<file path="src/rtl/alu_pkg.sv">
// Shared constants and state encoding for the ALU datapath sequencer.
// Function codes match the 8-function ALU select inputs.
package alu_pkg;

  localparam int FUNC_W = 3;
  localparam int DATA_W = 4;

  localparam logic [2:0] FN_INC    = 3'b000;
  localparam logic [2:0] FN_ADD_RC = 3'b001;
  localparam logic [2:0] FN_ADD    = 3'b010;
  localparam logic [2:0] FN_ORXOR  = 3'b011;
  localparam logic [2:0] FN_REDOR  = 3'b100;
  localparam logic [2:0] FN_SHL    = 3'b101;
  localparam logic [2:0] FN_SHR    = 3'b110;
  localparam logic [2:0] FN_MUL    = 3'b111;

  typedef enum logic [2:0] {
    S_IDLE,
    S_CLEAR,
    S_ISSUE,
    S_WAIT_STEP,
    S_DONE
  } seq_state_t;

endpackage

</file>
<file path="src/rtl/prog_store.sv">
// Program entry array: async clear, synchronous write, combinational read.
// Entries are packed as {func, operand}.
module prog_store #(
  parameter int DEPTH  = 8,
  parameter int ADDR_W = 3,
  parameter int W      = 7
) (
  input  logic              clock,
  input  logic              reset,
  input  logic              we,
  input  logic [ADDR_W-1:0] waddr,
  input  logic [W-1:0]      wdata,
  input  logic [ADDR_W-1:0] raddr,
  output logic [W-1:0]      rdata
);

  logic [W-1:0] mem_q [DEPTH];
  logic [W-1:0] mem_d [DEPTH];

  always_comb begin
    for (int i = 0; i < DEPTH; i++) begin
      mem_d[i] = mem_q[i];
    end
    if (we) begin
      mem_d[waddr] = wdata;
    end
  end

  always_ff @(posedge clock or posedge reset) begin
    if (reset) begin
      for (int i = 0; i < DEPTH; i++) begin
        mem_q[i] <= '0;
      end
    end else begin
      for (int i = 0; i < DEPTH; i++) begin
        mem_q[i] <= mem_d[i];
      end
    end
  end

  assign rdata = mem_q[raddr];

endmodule

</file>
<file path="src/rtl/alu_sequencer.sv">
// Issues a stored (function, operand) program to the ALU/accumulator,
// free-running or one op per step pulse. All outputs are registered.
module alu_sequencer #(
  parameter int DEPTH  = 8,
  parameter int ADDR_W = 3,
  parameter int FUNC_W = alu_pkg::FUNC_W,
  parameter int DATA_W = alu_pkg::DATA_W
) (
  input  logic              clock,
  input  logic              reset,
  input  logic              wr_en,
  input  logic [ADDR_W-1:0] wr_addr,
  input  logic [FUNC_W-1:0] wr_func,
  input  logic [DATA_W-1:0] wr_operand,
  input  logic [ADDR_W:0]   prog_len,
  input  logic              start,
  input  logic              step_mode,
  input  logic              step,
  output logic [FUNC_W-1:0] alu_func,
  output logic [DATA_W-1:0] alu_a,
  output logic              acc_load,
  output logic              acc_clear,
  output logic [ADDR_W-1:0] pc,
  output logic              busy,
  output logic              done,
  output logic              wr_err
);

  import alu_pkg::*;

  localparam int EW = FUNC_W + DATA_W;
  localparam logic [ADDR_W:0] DEPTH_L = (ADDR_W+1)'(DEPTH);

  seq_state_t state_q, state_d;
  logic [ADDR_W-1:0] pc_q, pc_d;
  logic [ADDR_W:0]   len_q, len_d;
  logic              smode_q, smode_d;
  logic [FUNC_W-1:0] func_q, func_d;
  logic [DATA_W-1:0] a_q, a_d;
  logic              load_q, load_d;
  logic              clear_q, clear_d;
  logic              busy_q, busy_d;
  logic              done_q, done_d;
  logic              err_q, err_d;

  logic [EW-1:0] rd;
  logic          wr_ok;
  logic          last;
  logic          show;

  assign wr_ok = wr_en && (state_q == S_IDLE || state_q == S_DONE);
  assign last  = ({1'b0, pc_q} == len_q - 1'b1);

  // Read address follows the next pc so operands register with the state.
  prog_store #(
    .DEPTH (DEPTH),
    .ADDR_W(ADDR_W),
    .W     (EW)
  ) u_store (
    .clock(clock),
    .reset(reset),
    .we   (wr_ok),
    .waddr(wr_addr),
    .wdata({wr_func, wr_operand}),
    .raddr(pc_d),
    .rdata(rd)
  );

  always_comb begin
    state_d = state_q;
    pc_d    = pc_q;
    len_d   = len_q;
    smode_d = smode_q;
    unique case (state_q)
      S_IDLE: begin
        if (start) begin
          if (prog_len != '0) begin
            len_d   = (prog_len > DEPTH_L) ? DEPTH_L : prog_len;
            smode_d = step_mode;
            pc_d    = '0;
            state_d = S_CLEAR;
          end else begin
            state_d = S_DONE;
          end
        end
      end
      S_CLEAR: state_d = S_ISSUE;
      S_ISSUE: begin
        if (last) begin
          pc_d    = '0;
          state_d = S_DONE;
        end else begin
          pc_d    = pc_q + 1'b1;
          state_d = smode_q ? S_WAIT_STEP : S_ISSUE;
        end
      end
      S_WAIT_STEP: begin
        if (step) begin
          state_d = S_ISSUE;
        end
      end
      S_DONE: begin
        pc_d    = '0;
        state_d = S_IDLE;
      end
      default: state_d = S_IDLE;
    endcase

    show    = (state_d == S_ISSUE) || (state_d == S_WAIT_STEP);
    func_d  = show ? rd[EW-1:DATA_W] : '0;
    a_d     = show ? rd[DATA_W-1:0] : '0;
    load_d  = (state_d == S_ISSUE);
    clear_d = (state_d == S_CLEAR);
    busy_d  = show || clear_d;
    done_d  = (state_d == S_DONE);
    err_d   = wr_en && !wr_ok;
  end

  always_ff @(posedge clock or posedge reset) begin
    if (reset) begin
      state_q <= S_IDLE;
      pc_q    <= '0;
      len_q   <= '0;
      smode_q <= 1'b0;
      func_q  <= '0;
      a_q     <= '0;
      load_q  <= 1'b0;
      clear_q <= 1'b0;
      busy_q  <= 1'b0;
      done_q  <= 1'b0;
      err_q   <= 1'b0;
    end else begin
      state_q <= state_d;
      pc_q    <= pc_d;
      len_q   <= len_d;
      smode_q <= smode_d;
      func_q  <= func_d;
      a_q     <= a_d;
      load_q  <= load_d;
      clear_q <= clear_d;
      busy_q  <= busy_d;
      done_q  <= done_d;
      err_q   <= err_d;
    end
  end

  assign alu_func  = func_q;
  assign alu_a     = a_q;
  assign acc_load  = load_q;
  assign acc_clear = clear_q;
  assign pc        = pc_q;
  assign busy      = busy_q;
  assign done      = done_q;
  assign wr_err    = err_q;

endmodule

</file>
<file path="config.mk">
export PLATFORM = sky130hd
export DESIGN_NAME = alu_sequencer
export DESIGN_NICKNAME = d
export VERILOG_FILES = /design/src/rtl/alu_pkg.sv /design/src/rtl/prog_store.sv /design/src/rtl/alu_sequencer.sv
export SDC_FILE = /design/constraint.sdc
export NUM_CORES = 1
export LEC_CHECK = 0
export CAP_MARGIN = 25
export CORE_MARGIN = 3
export CORE_UTILIZATION = 51
export CTS_CLUSTER_DIAMETER = 40
export DETAILED_ROUTE_END_ITERATION = 7
export PLACE_DENSITY = 0.77
export SETUP_SLACK_MARGIN = 0.15
export SKIP_LAST_GASP = 1
export SYNTH_ARGS = -nofsm -noshare
export SYNTH_HDL_FRONTEND = slang
export SYNTH_SLANG_ARGS = --single-unit
</file>
<file path="constraint.sdc">
create_clock -name clock -period 2.64 [get_ports clock]
set_clock_uncertainty 0.2 [all_clocks]
set_input_delay 0.528 -clock clock [delete_from_list [all_inputs] [get_ports clock]]
set_output_delay 0.528 -clock clock [all_outputs]
set_load 0.02 [all_outputs]
</file>
Yosys cells after proc, flatten, opt, wreduce, memory -nomap -nowiden. Cells that the tools add are included. Widths: inputs -> output; s select.

Reduce and logical (&&, ||, !) cells: 10. $add $sub $neg: 2. Bitwise operators: 2. Equality and inequality tests: 9. Magnitude comparators: 4. Muxes and demuxes: 19.

Operators by type and width (count): $bwmux 56 (1); $mux 3 (8); $bmux 7 s3 (1); $demux 7 s3 (1); $mux 7 (3); $eq 3x2->1 const B (4); $pmux 3 s4 (1); $pmux 3 s3 (1); $ge 4x4->1 const B (2); $mux 4 (2); $not 3->4 (2); $eq 3x1->1 const B (2); $eq 3x3->1 const B (2); $eq 3x4->1 (1); $gt 4x4->1 const B (1); $lt 4x1->1 const B (1); $reduce_bool 4->1 (1); $sub 4x1->4 const B (1); $add 3x1->3 const B (1); $logic_and 1x1->1 (3); $logic_not 3->1 (1); $logic_or 1x1->1 (3); $reduce_and 3->1 (1); $logic_not 1->1 (1); $mux 1 (1).

Output and inout port bits: 15. Word-level logic and storage cells: 65. Bits of input ports: 20. Register bits after elaboration: 79.

Depth between registers and ports, before layout. Gate-level depths: netlist of run 1.

Depth in word-level cells: 9. Mapped depth: 10. Gate-level depth less buffers: 8.

Modules after synthesis. From an unflattened synthesis of run 1, not the netlist that was laid out.

Cells, all modules: 255. Area, all modules: 3736.1 µm².

Modules (own cells, without submodules): prog_store (cells an instance 154, area an instance 2640.0 µm², instances 1, seq. area each 1401.3 µm²); alu_sequencer (cells an instance 101, area an instance 1096.1 µm², instances 1, seq. area each 575.6 µm²).

Worst setup path before layout of run 1. No wires, ideal clock.

Kind: register -> register. Start point: register len_q[0]. End point: register a_q[1] (netlist: alu_a[1]). Setup time: 121 ps. Path buffers: 1. Stages on the path, launching flop included: 10. Slack: 146 ps. Arrival: 2173 ps. Clock period less this slack: 2494 ps. Required time: 2319 ps. Cell sequence: dfrtp_1 inv_1 ha_1 xnor2_1 or3_4 o311ai_4 o2bb2ai_4 buf_6 mux2i_1 a22o_1.

Longest elaborated chain between the ends: 9. Elaborated cells on any way between the ends: 14. Those cells by class: add/sub: 1; eq/ne: 3; mux: 8; bitwise: 1; reduce/logical: 1.

Ends and longest elaborated chain: start, declared (RTL line alu_sequencer.sv:36) `logic [ADDR_W:0] len_q, len_d;`; start signal, assigned (RTL line alu_sequencer.sv:135) `len_q <= len_d;`; $sub 4x1->4 (RTL line alu_sequencer.sv:52) `assign last = ({1'b0, pc_q} == len_q - 1'b1);`; $eq 3x4->1 (RTL line alu_sequencer.sv:52); $mux 3 (RTL line alu_sequencer.sv:89) `if (last) begin`; $pmux 3 s3 (RTL line alu_sequencer.sv:74) `unique case (state_q)`; net pc_d[1] (RTL line alu_sequencer.sv:35) `logic [ADDR_W-1:0] pc_q, pc_d;`; $not 3->4 (implied by the code) (RTL line prog_store.sv:41) `assign rdata = mem_q[raddr];`; $bmux 7 s3 (RTL line prog_store.sv:41); $mux 7 (implied by the code) (2 in a row) (RTL line prog_store.sv:41); $mux 4 (RTL line alu_sequencer.sv:111) `a_d = show ? rd[DATA_W-1:0] : '0;`; net a_d[1] (RTL line alu_sequencer.sv:39) `logic [DATA_W-1:0] a_q, a_d;`; end signal, assigned (RTL line alu_sequencer.sv:126) `a_q <= '0;`; end signal, assigned (RTL line alu_sequencer.sv:138) `a_q <= a_d;`; end, declared (RTL line alu_sequencer.sv:39).

The timed path passes the listed nets, and every way through them passes these cells. The select of a mux whose other input is x is not followed. A chain may end at the register's enable or synchronous reset.

Final worst setup path of run 1.
Start point: register len_q[1]. End point: register a_q[1] (netlist: alu_a[1]).

Longest elaborated chain between the ends: 9. Elaborated cells on any way between the ends: 14. Those cells by class: add/sub: 1; eq/ne: 3; mux: 8; bitwise: 1; reduce/logical: 1.

Ends and longest elaborated chain (RTL line): $sub 4x1->4 * (alu_sequencer.sv:52); $eq 3x4->1 * (alu_sequencer.sv:52); $mux 3 (alu_sequencer.sv:89); $pmux 3 s3 (alu_sequencer.sv:74); $not 3->4 (implied by the code) (prog_store.sv:41); $bmux 7 s3 (prog_store.sv:41); $mux 7 (implied by the code) (2 in a row) (prog_store.sv:41); $mux 4 * (alu_sequencer.sv:111); net a_d[1] (alu_sequencer.sv:39).

Mark *: on every way through the listed nets, which the timed path passes. The rest lies on a longest branch. The select of a mux whose other input is x is not followed.

==> summary.log, run 1 <==
INFO  outcome        outcome=finished, final reports clean
INFO  die            core.rowCount=30
INFO  grt            antenna_found_initial=0
INFO  yosys          yosys.cell_count.top_type=sky130_fd_sc_hd__dfrtp_1
INFO  worst_setup_path cp_slowest_stage_delay=0.42ns
INFO  clock_network  tritoncts=yes
INFO  worst_setup_path setup.worst_path.end_class=flip-flop
INFO  yosys          synth_top_area_cell=sky130_fd_sc_hd__dfrtp_1
INFO  yosys          synth.ff_latch_count=79
INFO  power_and_ir_drop fin_total_pwr=6.28mW
INFO  route          postRouteWirelength=7440µm
INFO  grt            globalRouteOverflowTotal=0
INFO  worst_setup_path regToRegEndpoint=alu_a[1]$_DFF_PP0_
INFO  cells_and_area final_net_count=347
INFO  placed_design  instance_area_after_placement=4210µm²
INFO  sta            grt_setup_unrepaired=yes
INFO  worst_setup_path timing.critical_path.from_type=flip-flop
INFO  route          routed-via-count=2318
INFO  clock_network  cts_inserted_buffers=9
INFO  run            max_cap_violations=0
INFO  worst_setup_path ff2ff_setup_slack=0.09ns
INFO  worst_setup_path worstSetupStartpoint=len_q[1]$_DFFE_PP0P_
INFO  yosys          ys_top_cells_by_count=79 x sky130_fd_sc_hd__dfrtp_1, 56 x sky130_fd_sc_hd__mux2_2, 42 x sky130_fd_sc_hd__mux2i_1, 13 x sky130_fd_sc_hd__nand2_1, 9 x sky130_fd_sc_hd__inv_1
INFO  cells_and_area stdcell_area=4600µm²
INFO  clock_network  htreeDepth=3
INFO  sta            final_worst_path_cycle_share=0.966
INFO  yosys          yosysUniqueCellTypes=40
INFO  sta            measured_slew_at_the_worst_slew_check_pin=0.459ns
INFO  worst_setup_path worst_path_dominant_cell_family=compound AO/OA/AOI/OAI gates
INFO  route          detail_route.wl_per_cell=17.5µm
INFO  yosys          synth_top_flop_cell=sky130_fd_sc_hd__dfrtp_1
INFO  die            die_x=90.6µm
INFO  sta            timing.max_slew.rel_slack=0.693
INFO  sta            hold_viol=0
INFO  die            floorplan.io_pins=35
INFO  worst_setup_path cp_buf_inv_count=2
INFO  power_and_ir_drop power_density=1370nW/µm²
INFO  yosys          synth_sequential_area_ratio=0.542
INFO  power_and_ir_drop max-vdd-ir-drop=531µV
INFO  route          first_iter_violations=108
INFO  worst_setup_path reg2reg_depth=8
INFO  clock_network  maximum_buffer_depth_of_the_clock_tree=2
INFO  yosys          syn-mean-instance-area=13.6µm²
INFO  sta            clock.fmax=392MHz
INFO  cells_and_area post_route_cells_drive_above_1_share=0.318
INFO  yosys          synth_largest_type_area_fraction=0.542
INFO  cells_and_area area_growth=26.0%
INFO  yosys          syn-cell-area=3650µm²
INFO  die            initial_core_util=0.531
INFO  cells_and_area fill_cells=513
INFO  sta            final_max_slew_viol_count=0
INFO  yosys          yosys_warnings=0
INFO  sta            period_needed=2.55ns
INFO  clock_network  cts_num_sinks=79
INFO  die            dieArea=8200µm²
INFO  clock_network  root_buffer=sky130_fd_sc_hd__clkbuf_8
INFO  worst_setup_path crit_slowest_cell=sky130_fd_sc_hd__dfrtp_1
INFO  yosys          yosys-top-cells-area=sky130_fd_sc_hd__dfrtp_1 54%, sky130_fd_sc_hd__mux2_2 17%, sky130_fd_sc_hd__mux2i_1 12%
INFO  worst_setup_path worst-endpoint-arrival=2.59ns
INFO  die            die_height=90.6µm
INFO  yosys          synthArstFlopShare=1.00
INFO  placed_design  place_congestion=0.892
INFO  route          number_of_detailed_routing_iterations_run_before_antenna_repair=4
INFO  power_and_ir_drop power_leakage=2.06nW
INFO  grt            maximum_number_of_pins_on_one_net_before_global_route_repair=44
INFO  yosys          synth-edff-count=0
INFO  clock_network  clkSlewWorstSetupHoldPaths=0.08ns
INFO  worst_setup_path worst_setup_path_endpoint=alu_a[1]$_DFF_PP0_
INFO  route          drc=0
INFO  worst_setup_path crit-reg2reg-launch=len_q[1]$_DFFE_PP0P_
INFO  sta            final-setup-viol-count=0
INFO  route          remaining_antenna_violation_count_after_routing=0
INFO  worst_setup_path critical_path_depth=8
INFO  grt            grt_usage=0.187
INFO  die            coreArea=6870µm²
INFO  grt            grt_pass1_wl=11800µm
INFO  clock_network  worst_skew_pair.late_latency=0.35ns
INFO  worst_hold_path worst_hold_path_type=flip-flop to flip-flop
INFO  cells_and_area insertedDiodeCount=0
INFO  grt            number_of_global_route_vias_before_repair=2347
INFO  worst_setup_path crit_chain=buf_4 -> o31a_1 -> or3_4 -> o311ai_4 -> a21boi_4 -> nor2_4 -> buf_12 -> a22o_1
INFO  placed_design  place_hpwl=4740µm
INFO  worst_setup_path setup.worst_path.class=flip-flop to flip-flop
INFO  worst_setup_path worstPathRequired=2.68ns
INFO  yosys          syn_inst=269
INFO  placed_design  place_inst=402
INFO  cells_and_area fin_util=0.669
INFO  worst_setup_path timing.critical_path.fanout_max=7
INFO  cells_and_area layoutNonFillerInstCount=426
INFO  route          via_per_inst=5.44
INFO  placed_design  port_buffers=34
INFO  yosys          syn_nets=291
state kept, by name, indices dropped and copies added, names as in the netlist:
register,count
u_store.mem_q,56
done,1
alu_func,3
state_q,3
len_q,4
busy,1
alu_a,4
acc_load,1
wr_err,1
smode_q,1
acc_clear,1
pc,3
worst min-delay path by stage:
stage / depth (start not counted) / slack, ns / start / end
after floorplan: 2 / 0.25 / smode_q$_DFFE_PP0P_ / smode_q$_DFFE_PP0P_
after global placement: 2 / 0.26 / smode_q$_DFFE_PP0P_ / smode_q$_DFFE_PP0P_
after detailed placement: 2 / 0.27 / smode_q$_DFFE_PP0P_ / smode_q$_DFFE_PP0P_
after CTS: 2 / 0.29 / smode_q$_DFFE_PP0P_ / smode_q$_DFFE_PP0P_
after global routing: 1 / 0.32 / u_store.mem_q[27]$_DFFE_PP0P_ / u_store.mem_q[27]$_DFFE_PP0P_
final: 2 / 0.29 / smode_q$_DFFE_PP0P_ / smode_q$_DFFE_PP0P_
repair_timing:
action	CTS	global route
buffers inserted	4	3
setup endpoints to repair	7	7
hold buffers	0	0
gates cloned	1	0
pin swaps	10	5
gates resized for setup	8	3
power by group:
group / total [mW] / internal (mW) / switching, mW
logic: 3.07 / 1.71 / 1.36
clock network: 1.08 / 0.635 / 0.449
registers: 2.12 / 1.78 / 0.348
area by class of cell:
type	count	area (µm²)	share of cell area
multi-input cells	171	1640	0.356
inverters	10	41.3	0.00898
clock inverters	6	115	0.0250
clock buffers	10	128	0.0278
flip-flops and latches	79	1980	0.430
repair buffers	54	577	0.126
well taps	96	120	0.0261
worst min-delay path, stage by stage, from the launching register on:
cell and delay, ns:
sky130_fd_sc_hd__dfrtp_1 0.35, sky130_fd_sc_hd__nand2_1 0.05, sky130_fd_sc_hd__nand2_1 0.06
metal layers:
layer / part of all wire / wire length, µm / global-route usage
met5: 0 / 0 / 0
met4: 0.021 / 153 / 0.0778
met3: 0.038 / 284 / 0.0417
met2: 0.48 / 3560 / 0.297
met1: 0.46 / 3450 / 0.247
cells in the final DEF, fill, tap and decap left out, types with 2 or more instances in the layout:
cell type / n
sky130_fd_sc_hd__o21ai_0: 2
sky130_fd_sc_hd__dfrtp_1: 79
sky130_fd_sc_hd__bufinv_16: 3
sky130_fd_sc_hd__buf_12: 5
sky130_fd_sc_hd__nand2_1: 13
sky130_fd_sc_hd__clkbuf_8: 9
sky130_fd_sc_hd__nor2b_1: 3
sky130_fd_sc_hd__inv_1: 6
sky130_fd_sc_hd__clkdlybuf4s50_1: 34
sky130_fd_sc_hd__a22o_1: 8
sky130_fd_sc_hd__and3_1: 5
sky130_fd_sc_hd__inv_2: 3
sky130_fd_sc_hd__nand3_1: 3
sky130_fd_sc_hd__buf_4: 13
sky130_fd_sc_hd__mux2_2: 56
sky130_fd_sc_hd__nor4_1: 2
sky130_fd_sc_hd__o21a_1: 2
sky130_fd_sc_hd__inv_6: 2
sky130_fd_sc_hd__mux2i_1: 41
sky130_fd_sc_hd__o31ai_1: 3
sky130_fd_sc_hd__nor2_1: 6
sky130_fd_sc_hd__xnor2_1: 4
sky130_fd_sc_hd__clkinvlp_4: 2
metrics by stage:
stage               TNS (ns)  setup slack (ns)  hold slack (ns)
global route               0            0.0381            0.324
floorplan                  0             0.146            0.246
detailed placement     -2.23            -0.354            0.273
CTS                        0            0.0982            0.293
finish                     0            0.0910            0.290
global placement       -1.68            -0.261            0.263
cells by family after synthesis:
group                    after synthesis  share of synthesized area
AO/OA/AOI/OAI                         26                     0.0676
XOR/XNOR                               6                     0.0144
adder cells (fa/ha/maj)                2                    0.00686
buffers and inverters                 19                     0.0233
flip-flops                            79                      0.542
multiplexers                          99                      0.291
AND/OR/NAND/NOR                       38                     0.0545
Power figures use the tool's default switching activity.
==> run 2: changes to the inputs <==
- SETUP_SLACK_MARGIN: 0.15 -> not set
==> run 2 against run 1 <==
Compared with the run above: sequential share of layout area is 0.88 points higher; non-clock buffer count down 5; die area stayed put; flip-flop and latch count is the same; core utilization fell by 1.3 points; critical path type is now primary input to flip-flop; largest cell class unchanged; highest routed layer unchanged.
==> summary.log, run 2 (synthesis gave the netlist of run 1 again) <==
INFO  worst_setup_path worstPathRequired=2.68ns [about the same]
INFO  grt            grt_usage=0.191 [+0.00384]
INFO  route          postRouteWirelength=7620µm [+2.4%]
INFO  cells_and_area final_cell_mix=79 x sky130_fd_sc_hd__dfrtp_1, 56 x sky130_fd_sc_hd__mux2_2, 42 x sky130_fd_sc_hd__mux2i_1
INFO  clock_network  htreeDepth=3 [unchanged]
INFO  cells_and_area final_net_count=342 [-1.4%]
INFO  power_and_ir_drop fin_total_pwr=6.05mW [-3.7%]
INFO  sta            measured_slew_at_the_worst_slew_check_pin=0.485ns [+0.0251 ns]
INFO  route          routed-via-count=2370 [+2.2%]
INFO  route          detail_route.wl_per_cell=18.1µm [+3.8%]
INFO  placed_design  port_buffers=34 [unchanged]
INFO  route          remaining_antenna_violation_count_after_routing=0 [unchanged]
INFO  cells_and_area final_common_cell=sky130_fd_sc_hd__dfrtp_1
INFO  sta            hold_viol=0 [unchanged]
INFO  cells_and_area fill_cells=510 [-0.58%]
INFO  outcome        outcome=finished, final reports clean
INFO  die            die_x=90.6µm [unchanged]
INFO  sta            setup_ws=0.106ns [+0.0146 ns]
INFO  route          via_per_inst=5.64 [+3.7%]
INFO  sta            clock.fmax=395MHz [+0.58%]
INFO  worst_setup_path worst-endpoint-arrival=2.57ns [-0.02 ns]
INFO  placed_design  place_hpwl=4770µm [+0.53%]
INFO  power_and_ir_drop internal_power=3.93mW [-4.7%]
INFO  cells_and_area area_growth=23.5%
INFO  route          drc=0 [unchanged]
INFO  placed_design  place_congestion=0.844 [-5.3%]
INFO  sta            final-setup-viol-count=0 [unchanged]
INFO  power_and_ir_drop power_leakage=2.02nW [-1.9%]
INFO  grt            number_of_global_route_vias_before_repair=2474 [+5.4%]
INFO  grt            antenna_found_initial=0 [unchanged]
INFO  die            coreArea=6870µm² [unchanged]
INFO  clock_network  clkSlewWorstSetupHoldPaths=0.08ns [about the same]
INFO  cells_and_area largest_reg_flops=56 [unchanged]
INFO  power_and_ir_drop clock_power_share=0.164 [-0.009]
INFO  clock_network  maximum_buffer_depth_of_the_clock_tree=2 [unchanged]
INFO  power_and_ir_drop sw_frac_of_total=0.351 [+0.00709]
INFO  die            die_height=90.6µm [unchanged]
INFO  clock_network  tritoncts=yes
INFO  worst_setup_path timing.critical_path.from_type=primary input
INFO  clock_network  cts_num_sinks=79 [unchanged]
INFO  cells_and_area insertedDiodeCount=0 [unchanged]
INFO  power_and_ir_drop sequentialPowerShare=0.350 [+0.012]
INFO  sta            final_worst_path_cycle_share=0.960 [-0.00553]
INFO  die            floorplan.io_pins=35 [unchanged]
INFO  sta            final_max_slew_viol_count=0 [unchanged]
INFO  worst_setup_path setup.worst_path.end_class=flip-flop
INFO  power_and_ir_drop p_switching=2.12mW [-1.7%]
INFO  power_and_ir_drop max-vdd-ir-drop=472µV [-11%]
INFO  cells_and_area stdcell_area=4500µm² [-2.0%]
INFO  sta            hold_ws=0.291ns [+0.00103 ns]
INFO  sta            period_needed=2.53ns [-0.0146 ns]
INFO  power_and_ir_drop power_density=1340nW/µm² [-1.7%]
INFO  worst_setup_path setup.worst_path.class=primary input to flip-flop
INFO  die            initial_core_util=0.531 [unchanged]
INFO  run            max_cap_violations=0 [unchanged]
INFO  worst_setup_path timing.critical_path.fanout_max=14 [+7]
INFO  grt            globalRouteOverflowTotal=0 [unchanged]
INFO  clock_network  worst_skew_pair.late_latency=0.34ns [about the same]
INFO  placed_design  dp_slack=-0.303ns [+0.0518 ns]
INFO  clock_network  cts_inserted_buffers=9 [unchanged]
INFO  grt            maximum_number_of_pins_on_one_net_before_global_route_repair=66 [+50%]
INFO  sta            timing.max_slew.rel_slack=0.676 [-0.0168]
INFO  route          first_iter_violations=111 [+2.8%]
INFO  cells_and_area largest_register=u_store.mem_q
INFO  sta            grt_setup_unrepaired=no
INFO  worst_hold_path worst_hold_path_type=flip-flop to flip-flop
INFO  placed_design  instance_area_after_placement=4210µm² [unchanged]
INFO  die            dieArea=8200µm² [unchanged]
INFO  grt            grt_pass1_wl=12100µm [+2.6%]
INFO  clock_network  root_buffer=sky130_fd_sc_hd__clkbuf_8
INFO  power_and_ir_drop share_comb_of_total_power=0.486 [-0.003]
INFO  cells_and_area post_route_cells_drive_above_1_share=0.293 [-0.0250]
INFO  route          number_of_detailed_routing_iterations_run_before_antenna_repair=4 [unchanged]
INFO  die            core.rowCount=30 [unchanged]
[run 2: cell count changes in the layout (fill, tap and decap cells not counted), moves of 2 or more]
cell / change
sky130_fd_sc_hd__inv_2: -2
sky130_fd_sc_hd__buf_4: -4
sky130_fd_sc_hd__clkinv_4: +2
sky130_fd_sc_hd__inv_6: -2
sky130_fd_sc_hd__clkbuf_16: +2
sky130_fd_sc_hd__inv_1: +2
[run 2: power groups by stage]
stage / clock network [mW] / logic (mW) / registers [mW]
global route: 1.06 / 3.16 / 2.18
floorplan: 0 / 1.90 / 2.13
finish: 0.993 / 2.94 / 2.12
CTS: 1.00 / 2.74 / 2.11
detailed placement: 0 / 2.73 / 2.13
global placement: 0 / 2.66 / 2.11
[run 2: worst paths after layout]
check | from | end | slack [ns] | cells past startpoint
worst min register to register | smode_q$_DFFE_PP0P_ | smode_q$_DFFE_PP0P_ | 0.29 | 2
worst max register to register | len_q[1]$_DFFE_PP0P_ | alu_a[2]$_DFF_PP0_ | 0.11 | 9
min in group asynchronous | reset | u_store.mem_q[35]$_DFFE_PP0P_ | 0.30 | 2
worst min-delay path | smode_q$_DFFE_PP0P_ | smode_q$_DFFE_PP0P_ | 0.29 | 2
worst max-delay path | prog_len[2] | alu_func[0]$_DFF_PP0_ | 0.11 | 9
max in group asynchronous | reset | alu_func[1]$_DFF_PP0_ | 1.31 | 3
[run 2: per-stage QoR]
stage	TNS, ns	cells	utilization
6_report	0	420	0.656
5_1_grt	0	420	0.656
4_1_cts	0	417	0.645
3_5_place_dp	-2.03	402	0.613
3_3_place_gp	-1.62	402	0.613
2_1_floorplan	0	269	-
[run 2: layout make-up]
type | instances | area (µm²) | share of cell area
Clock inverter | 5 | 82.6 | 0.0183
Multi-Input combinational cell | 171 | 1610 | 0.357
Timing Repair Buffer | 49 | 538 | 0.119
Sequential cell | 79 | 1980 | 0.439
Tap cell | 96 | 120 | 0.0267
Inverter | 10 | 41.3 | 0.00917
Clock buffer | 10 | 138 | 0.0306
[run 2: repair_timing]
item	4_1_cts	5_1_grt
hold buffers	0	0
endpoints found under the setup margin	0	7
gates resized for setup	0	3
setup buffers	0	1
[run 2: routing by layer]
| layer | vias to the layer above | part of all wire | track usage |
|---|---|---|---|
| met5 | - | 0 | 0 |
| met4 | 0 | 0.020 | 0.0842 |
| met3 | 13 | 0.050 | 0.0425 |
| met2 | 70 | 0.48 | 0.300 |
| met1 | 1203 | 0.45 | 0.253 |
| li1 | 1084 | - | - |
[run 2: worst max-delay path, cell delays in order]
cell and delay [ns]:
sky130_fd_sc_hd__clkdlybuf4s50_1 0.47, sky130_fd_sc_hd__nor4_4 0.34, sky130_fd_sc_hd__o311ai_1 0.14, sky130_fd_sc_hd__a32oi_2 0.18
sky130_fd_sc_hd__buf_4 0.19, sky130_fd_sc_hd__clkbuf_16 0.20, sky130_fd_sc_hd__mux2i_1 0.19, sky130_fd_sc_hd__mux2i_1 0.09
sky130_fd_sc_hd__a22o_1 0.24
